`config.mk`:
```
export PLATFORM = sky130hd
export DESIGN_NAME = rr_display_arbiter_flat
export DESIGN_NICKNAME = d
export VERILOG_FILES = /design/src/rtl/rr_display_arbiter_if.sv /design/src/rtl/rr_display_arbiter.sv /design/src/flat_wrapper.sv
export SDC_FILE = /design/constraint.sdc
export NUM_CORES = 1
export LEC_CHECK = 0
export CAP_MARGIN = 20
export CORE_ASPECT_RATIO = 1.1
export CORE_MARGIN = 3
export CORE_UTILIZATION = 58
export CTS_CLUSTER_DIAMETER = 150
export DETAILED_ROUTE_END_ITERATION = 16
export PLACE_DENSITY = 0.95
export SLEW_MARGIN = 0
export SYNTH_ARGS = -nofsm -noshare
export SYNTH_HDL_FRONTEND = slang
export SYNTH_SLANG_ARGS = --single-unit
export TNS_END_PERCENT = 50
```
`constraint.sdc`:
```
create_clock -name clk -period 5.3 [get_ports clk]
set_clock_uncertainty 0.1 [all_clocks]
set_input_delay 0.795 -clock clk [delete_from_list [all_inputs] [get_ports clk]]
set_output_delay 0.795 -clock clk [all_outputs]
set_load 0.05 [all_outputs]
```
`src/rtl/rr_display_arbiter_if.sv`:
```
// Bundle of request, enable, grant and display signals for rr_display_arbiter.
// The master side drives req/en; the slave side (the arbiter) drives everything else.
interface rr_display_arbiter_if;
  localparam int unsigned N_REQ = 8;
  localparam int unsigned IDX_W = 3;
  localparam int unsigned SEG_W = 8;

  logic             en;
  logic [N_REQ-1:0] req;
  logic [N_REQ-1:0] grant;
  logic [IDX_W-1:0] gnt_idx;
  logic             gnt_valid;
  logic             flag;
  logic [SEG_W-1:0] seg0;

  modport master (output en, req, input grant, gnt_idx, gnt_valid, flag, seg0);
  modport slave  (input en, req, output grant, gnt_idx, gnt_valid, flag, seg0);
endinterface

```
`src/rtl/rr_display_arbiter.sv`:
```
// Round-robin arbiter sharing one seven-segment digit among eight requesters.
// Optional macro DWELL_TIMEOUT_EN: force release after DWELL granted cycles.
module rr_display_arbiter #(
  parameter int unsigned DWELL = 4
) (
  input  logic                 clk,
  input  logic                 rst,
  rr_display_arbiter_if.slave  bus
);
  localparam int unsigned N_REQ = 8;
  localparam int unsigned IDX_W = 3;
  localparam int unsigned SEG_W = 8;
  localparam int unsigned CNT_W = 8;

  localparam logic [1:0] S_IDLE  = 2'd0;
  localparam logic [1:0] S_GRANT = 2'd1;
  localparam logic [1:0] S_GAP   = 2'd2;

  localparam logic [SEG_W-1:0] SEG_IDLE = 8'hFF;

  if (DWELL < 1 || DWELL > 255) begin : g_dwell_range
    $error("rr_display_arbiter: DWELL must be in 1..255");
  end

  logic [1:0]       state_q, state_d;
  logic [IDX_W-1:0] ptr_q, ptr_d;
  logic [N_REQ-1:0] grant_q, grant_d;
  logic [IDX_W-1:0] gnt_idx_q, gnt_idx_d;
  logic             gnt_valid_q, gnt_valid_d;
  logic             flag_q, flag_d;
  logic [SEG_W-1:0] seg0_q, seg0_d;

  logic             win_found_c;
  logic [IDX_W-1:0] win_idx_c;
  logic [IDX_W-1:0] cand_c;
  logic             timeout_c;
  logic             release_c;

  // Active-low digit patterns, bit7..bit0 = a,b,c,d,e,f,g,dp.
  function automatic logic [SEG_W-1:0] seg_of(input logic [IDX_W-1:0] idx);
    case (idx)
      3'd0:    seg_of = 8'b0000_0010;
      3'd1:    seg_of = 8'b1001_1111;
      3'd2:    seg_of = 8'b0010_0101;
      3'd3:    seg_of = 8'b0000_1101;
      3'd4:    seg_of = 8'b1001_1001;
      3'd5:    seg_of = 8'b0100_1001;
      3'd6:    seg_of = 8'b0100_0001;
      default: seg_of = 8'b0001_1111;
    endcase
  endfunction

  // Search starts just after the last grant so the previous winner comes last.
  always_comb begin
    win_found_c = 1'b0;
    win_idx_c   = '0;
    cand_c      = '0;
    for (int unsigned k = 1; k <= N_REQ; k++) begin
      cand_c = ptr_q + IDX_W'(k);
      if (!win_found_c && bus.req[cand_c]) begin
        win_found_c = 1'b1;
        win_idx_c   = cand_c;
      end
    end
  end

`ifdef DWELL_TIMEOUT_EN
  logic [CNT_W-1:0] cnt_q, cnt_d;
  assign timeout_c = (cnt_q == CNT_W'(DWELL - 1));
`else
  assign timeout_c = 1'b0;
`endif

  assign release_c = !bus.req[gnt_idx_q] || !bus.en || timeout_c;

  always_comb begin
    state_d     = state_q;
    ptr_d       = ptr_q;
    grant_d     = grant_q;
    gnt_idx_d   = gnt_idx_q;
    gnt_valid_d = gnt_valid_q;
    seg0_d      = seg0_q;
    flag_d      = |bus.req;
`ifdef DWELL_TIMEOUT_EN
    cnt_d       = cnt_q;
`endif
    case (state_q)
      S_IDLE: begin
        if (bus.en && win_found_c) begin
          state_d     = S_GRANT;
          ptr_d       = win_idx_c;
          grant_d     = N_REQ'(1) << win_idx_c;
          gnt_idx_d   = win_idx_c;
          gnt_valid_d = 1'b1;
          seg0_d      = seg_of(win_idx_c);
`ifdef DWELL_TIMEOUT_EN
          cnt_d       = '0;
`endif
        end
      end
      S_GRANT: begin
        if (release_c) begin
          state_d     = S_GAP;
          grant_d     = '0;
          gnt_idx_d   = '0;
          gnt_valid_d = 1'b0;
          seg0_d      = SEG_IDLE;
        end
`ifdef DWELL_TIMEOUT_EN
        else if (cnt_q != '1) begin
          cnt_d = cnt_q + CNT_W'(1);
        end
`endif
      end
      S_GAP: begin
        state_d = S_IDLE;
      end
      default: begin
        state_d     = S_IDLE;
        grant_d     = '0;
        gnt_idx_d   = '0;
        gnt_valid_d = 1'b0;
        seg0_d      = SEG_IDLE;
      end
    endcase
  end

  always_ff @(posedge clk) begin
    if (!rst) begin
      state_q     <= S_IDLE;
      ptr_q       <= 3'd7;
      grant_q     <= '0;
      gnt_idx_q   <= '0;
      gnt_valid_q <= 1'b0;
      flag_q      <= 1'b0;
      seg0_q      <= SEG_IDLE;
`ifdef DWELL_TIMEOUT_EN
      cnt_q       <= '0;
`endif
    end else begin
      state_q     <= state_d;
      ptr_q       <= ptr_d;
      grant_q     <= grant_d;
      gnt_idx_q   <= gnt_idx_d;
      gnt_valid_q <= gnt_valid_d;
      flag_q      <= flag_d;
      seg0_q      <= seg0_d;
`ifdef DWELL_TIMEOUT_EN
      cnt_q       <= cnt_d;
`endif
    end
  end

  assign bus.grant     = grant_q;
  assign bus.gnt_idx   = gnt_idx_q;
  assign bus.gnt_valid = gnt_valid_q;
  assign bus.flag      = flag_q;
  assign bus.seg0      = seg0_q;
endmodule

```
`src/flat_wrapper.sv`:
```
// flat-port wrapper written by rule: the top's interface ports become plain ports
module rr_display_arbiter_flat 
#(
  parameter int unsigned DWELL = 4
)
  (clk, rst, bus_en, bus_req, bus_grant, bus_gnt_idx, bus_gnt_valid, bus_flag, bus_seg0);
  rr_display_arbiter_if bus_i ();
  input  logic clk;
  input  logic rst;
  input wire logic [$bits(bus_i.en)-1:0] bus_en;
  input wire logic [$bits(bus_i.req)-1:0] bus_req;
  output wire logic [$bits(bus_i.grant)-1:0] bus_grant;
  output wire logic [$bits(bus_i.gnt_idx)-1:0] bus_gnt_idx;
  output wire logic [$bits(bus_i.gnt_valid)-1:0] bus_gnt_valid;
  output wire logic [$bits(bus_i.flag)-1:0] bus_flag;
  output wire logic [$bits(bus_i.seg0)-1:0] bus_seg0;
  assign bus_i.en = bus_en;
  assign bus_i.req = bus_req;
  assign bus_grant = bus_i.grant;
  assign bus_gnt_idx = bus_i.gnt_idx;
  assign bus_gnt_valid = bus_i.gnt_valid;
  assign bus_flag = bus_i.flag;
  assign bus_seg0 = bus_i.seg0;
  rr_display_arbiter #(.DWELL(DWELL)) u_core (.clk(clk), .rst(rst), .bus(bus_i));
endmodule
```
==> flow_summary.ini <==
[run_status]
outcome = complete, no violations

[yosys]
yosysUniqueCellTypes = 63
synth_commonest_cells = 26 x dfxtp_1, 19 x nand2_1, 10 x a21oi_1, 10 x mux2i_1, 10 x nor2_1
synthArstFlopShare_pct = 0
synthFlopType = dfxtp_1
ys_seq_area_share_pct = 26.5
synthCells = 203
yosysMostFrequentCell = dfxtp_1
syn_avg_cell_area_um2 = 9.66
synth_fp_nets = 216
synth_edf_count = 0
synthesis.area_mm2 = 0.00196
synth_area_leaders = dfxtp_1 27%, mux4_2 10%, mux2i_1 5.1%
synth.largest_area_cell = dfxtp_1
ys_seq_elements = 26
ys_warn_count = 0
synth_top_cell_area_share_pct = 26.5

[placement]
dpl_worst_slack_ns = 1.46
place_area_mm2 = 0.00225
portBuffers = 31
place.gp.congestion = 0.920
dp_hpwl_um = 3420
placedCellCount = 257

[setup_path]
crit_chain = buf_4, inv_1, ha_1, mux2i_1, mux2i_1, o211ai_4, o21ai_0, a2111o_1, o31a_1, xnor2_1, a21oi_1, o21ai_1
r2r_setup_slack_ns = 1.60
end_kind = flip-flop
cpMostUsedCell = mux2i_1
arrival_ns = 3.80
worstPathRequired_ns = 5.40
criticalPathCategory = reg2reg
cp_slowest_stage_delay_ns = 0.64
cp_slowest_cell = ha_1
cp_max_fo = 13
critPathLaunchType = flip-flop

[cts]
postCtsHoldBufs = 0
clk_latency_ns = 0.32
cts_max_level = 1
cts-buffers-inserted = 3
clk_pin_slew_ns = 0.14
cts_resized = 0
clockBufferDepth = 2
cts_setup_buffers = 0
cts-root-buf = clkbuf_4
cts_sinks = 26
cts_tree = built

[routing]
routed_wl_um = 4580
num_vias = 1754
viasPerCell = 6.72
drc = 0
antenna_left = 0
firstDrtPassIters = 4
wl_per_cell_um = 17.5
drtIter0Drc = 111

[global_route]
overflow = 0
track_usage_pct = 24.4
grt_max_degree = 20
antenna_found_initial = 0
grt_pass1_vias = 1615
grt_pass1_wl_um = 7620

[sta]
relSlewSlack_pct = 54.9
setup-violations-final = 0
fin_crit_ns = 3.70
slew_violations = 0
finalHoldViolations = 0
rsz0062_at_grt = no
worst_slack_ns = 1.60
setup_tns_ns = 0
max_freq_ghz = 0.271
worst_pin_slew_ns = 0.676
fin_crit_sh_pct = 69.7

[pwr]
leakagePower_nw = 0.854
irDropWorstVdd_mv = 0.286
power.density_mw_per_mm2 = 532

[layout]
syn_to_final_growth_pct = 17.2
antenna_cells = 0
layout-drive-gt1-share_pct = 15.9
nets = 241
design_area_mm2 = 0.00230
stdcell_count = 261

[floorplan]
die_x_um = 61.5
coreArea_mm2 = 0.00315
ios = 32
rows = 21
die_h_um = 67
initial_utilization_pct = 62.2
dieArea_mm2 = 0.00412

[run]
maxCapViolations = 0

[worst_hold_path]
hp-class = reg2reg
==> report_power, final <==
part           internal, mW  switching, mW
sequential            0.236         0.0334
combinational         0.319          0.501
clock                0.0765         0.0567
==> routing by layer <==
layer	vias up	GRT usage [%]	share of wire, %
met5	-	0	0
met1	824	31.5	41
met3	16	5.23	5.5
li1	826	-	-
met4	0	7.43	2.6
met2	88	40.1	51
==> path summary, 6_finish.rpt <==
kind,from,end,depth (start not counted)
hold reg to reg,u_core.state_q[1],u_core.state_q[1],1
setup reg to reg,u_core.ptr_q[1],u_core.bus.seg0[6],12
setup / recovery,u_core.ptr_q[1],u_core.bus.seg0[6],12
hold / removal,u_core.state_q[1],u_core.state_q[1],1
==> kinds of logic (layout without fill, tap and decap cells) <==
group	Yosys count	after routing	share of synthesized area, %
mux	24	24	19.6
xor+xnor	6	6	3.83
buf+inv	17	41	5.17
fa+ha+maj	2	2	1.28
flops	26	26	26.5
compound gates	55	55	21.8
simple gates	73	73	21.7
==> cell type report <==
class / count / area (µm²)
tap: 34 / 42.5
multi-input combinational: 160 / 1340
clock inverter: 1 / 30.0
timing repair buffer: 34 / 333
sequential: 26 / 520
inverter: 3 / 11.3
fill: 234 / 853
clock buffer: 3 / 22.5
==> registers in the layout, indices dropped and copies added, names as in the netlist <==
name	cells
u_core.bus.flag	1
u_core.bus.gnt_idx	3
u_core.bus.seg0	8
u_core.ptr_q	3
u_core.state_q	2
u_core.bus.gnt_valid	1
u_core.bus.grant	8
==> metrics by stage <==
step / hold slack [ns] / util, % / power, mW
after floorplan: 0.302 / - / 0.936
after global placement: 0.322 / 71.3 / 1.06
after detailed placement: 0.334 / 71.3 / 1.08
after CTS: 0.353 / 72.9 / 1.22
after global routing: 0.375 / 72.9 / 1.30
final: 0.345 / 72.9 / 1.22
==> critical path, delay by kind of cell (launching register included) <==
kind | cells | cell delay (ns)
compound gates | 6 | 1.47
flops | 1 | 0.33
buf+inv | 2 | 0.32
fa+ha+maj | 1 | 0.64
xor+xnor | 1 | 0.19
mux | 2 | 0.51
==> layout by cell type, fill, tap and decap left out, drive strengths merged, types with 3 or more instances in the layout <==
master,n
mux2i,10
clkdlybuf4s50,31
a22o,3
mux4,10
a32o,4
xnor2,3
nor2,13
clkbuf,3
xor2,3
nor2b,7
nand2,19
nand4,3
a21oi,10
mux2,4
o21ai,10
o211ai,4
and2,8
buf,3
inv,3
nor3,4
a21boi,3
nand3,4
a22oi,3
dfxtp,26
No activity file was read; power rests on OpenSTA's default activity.
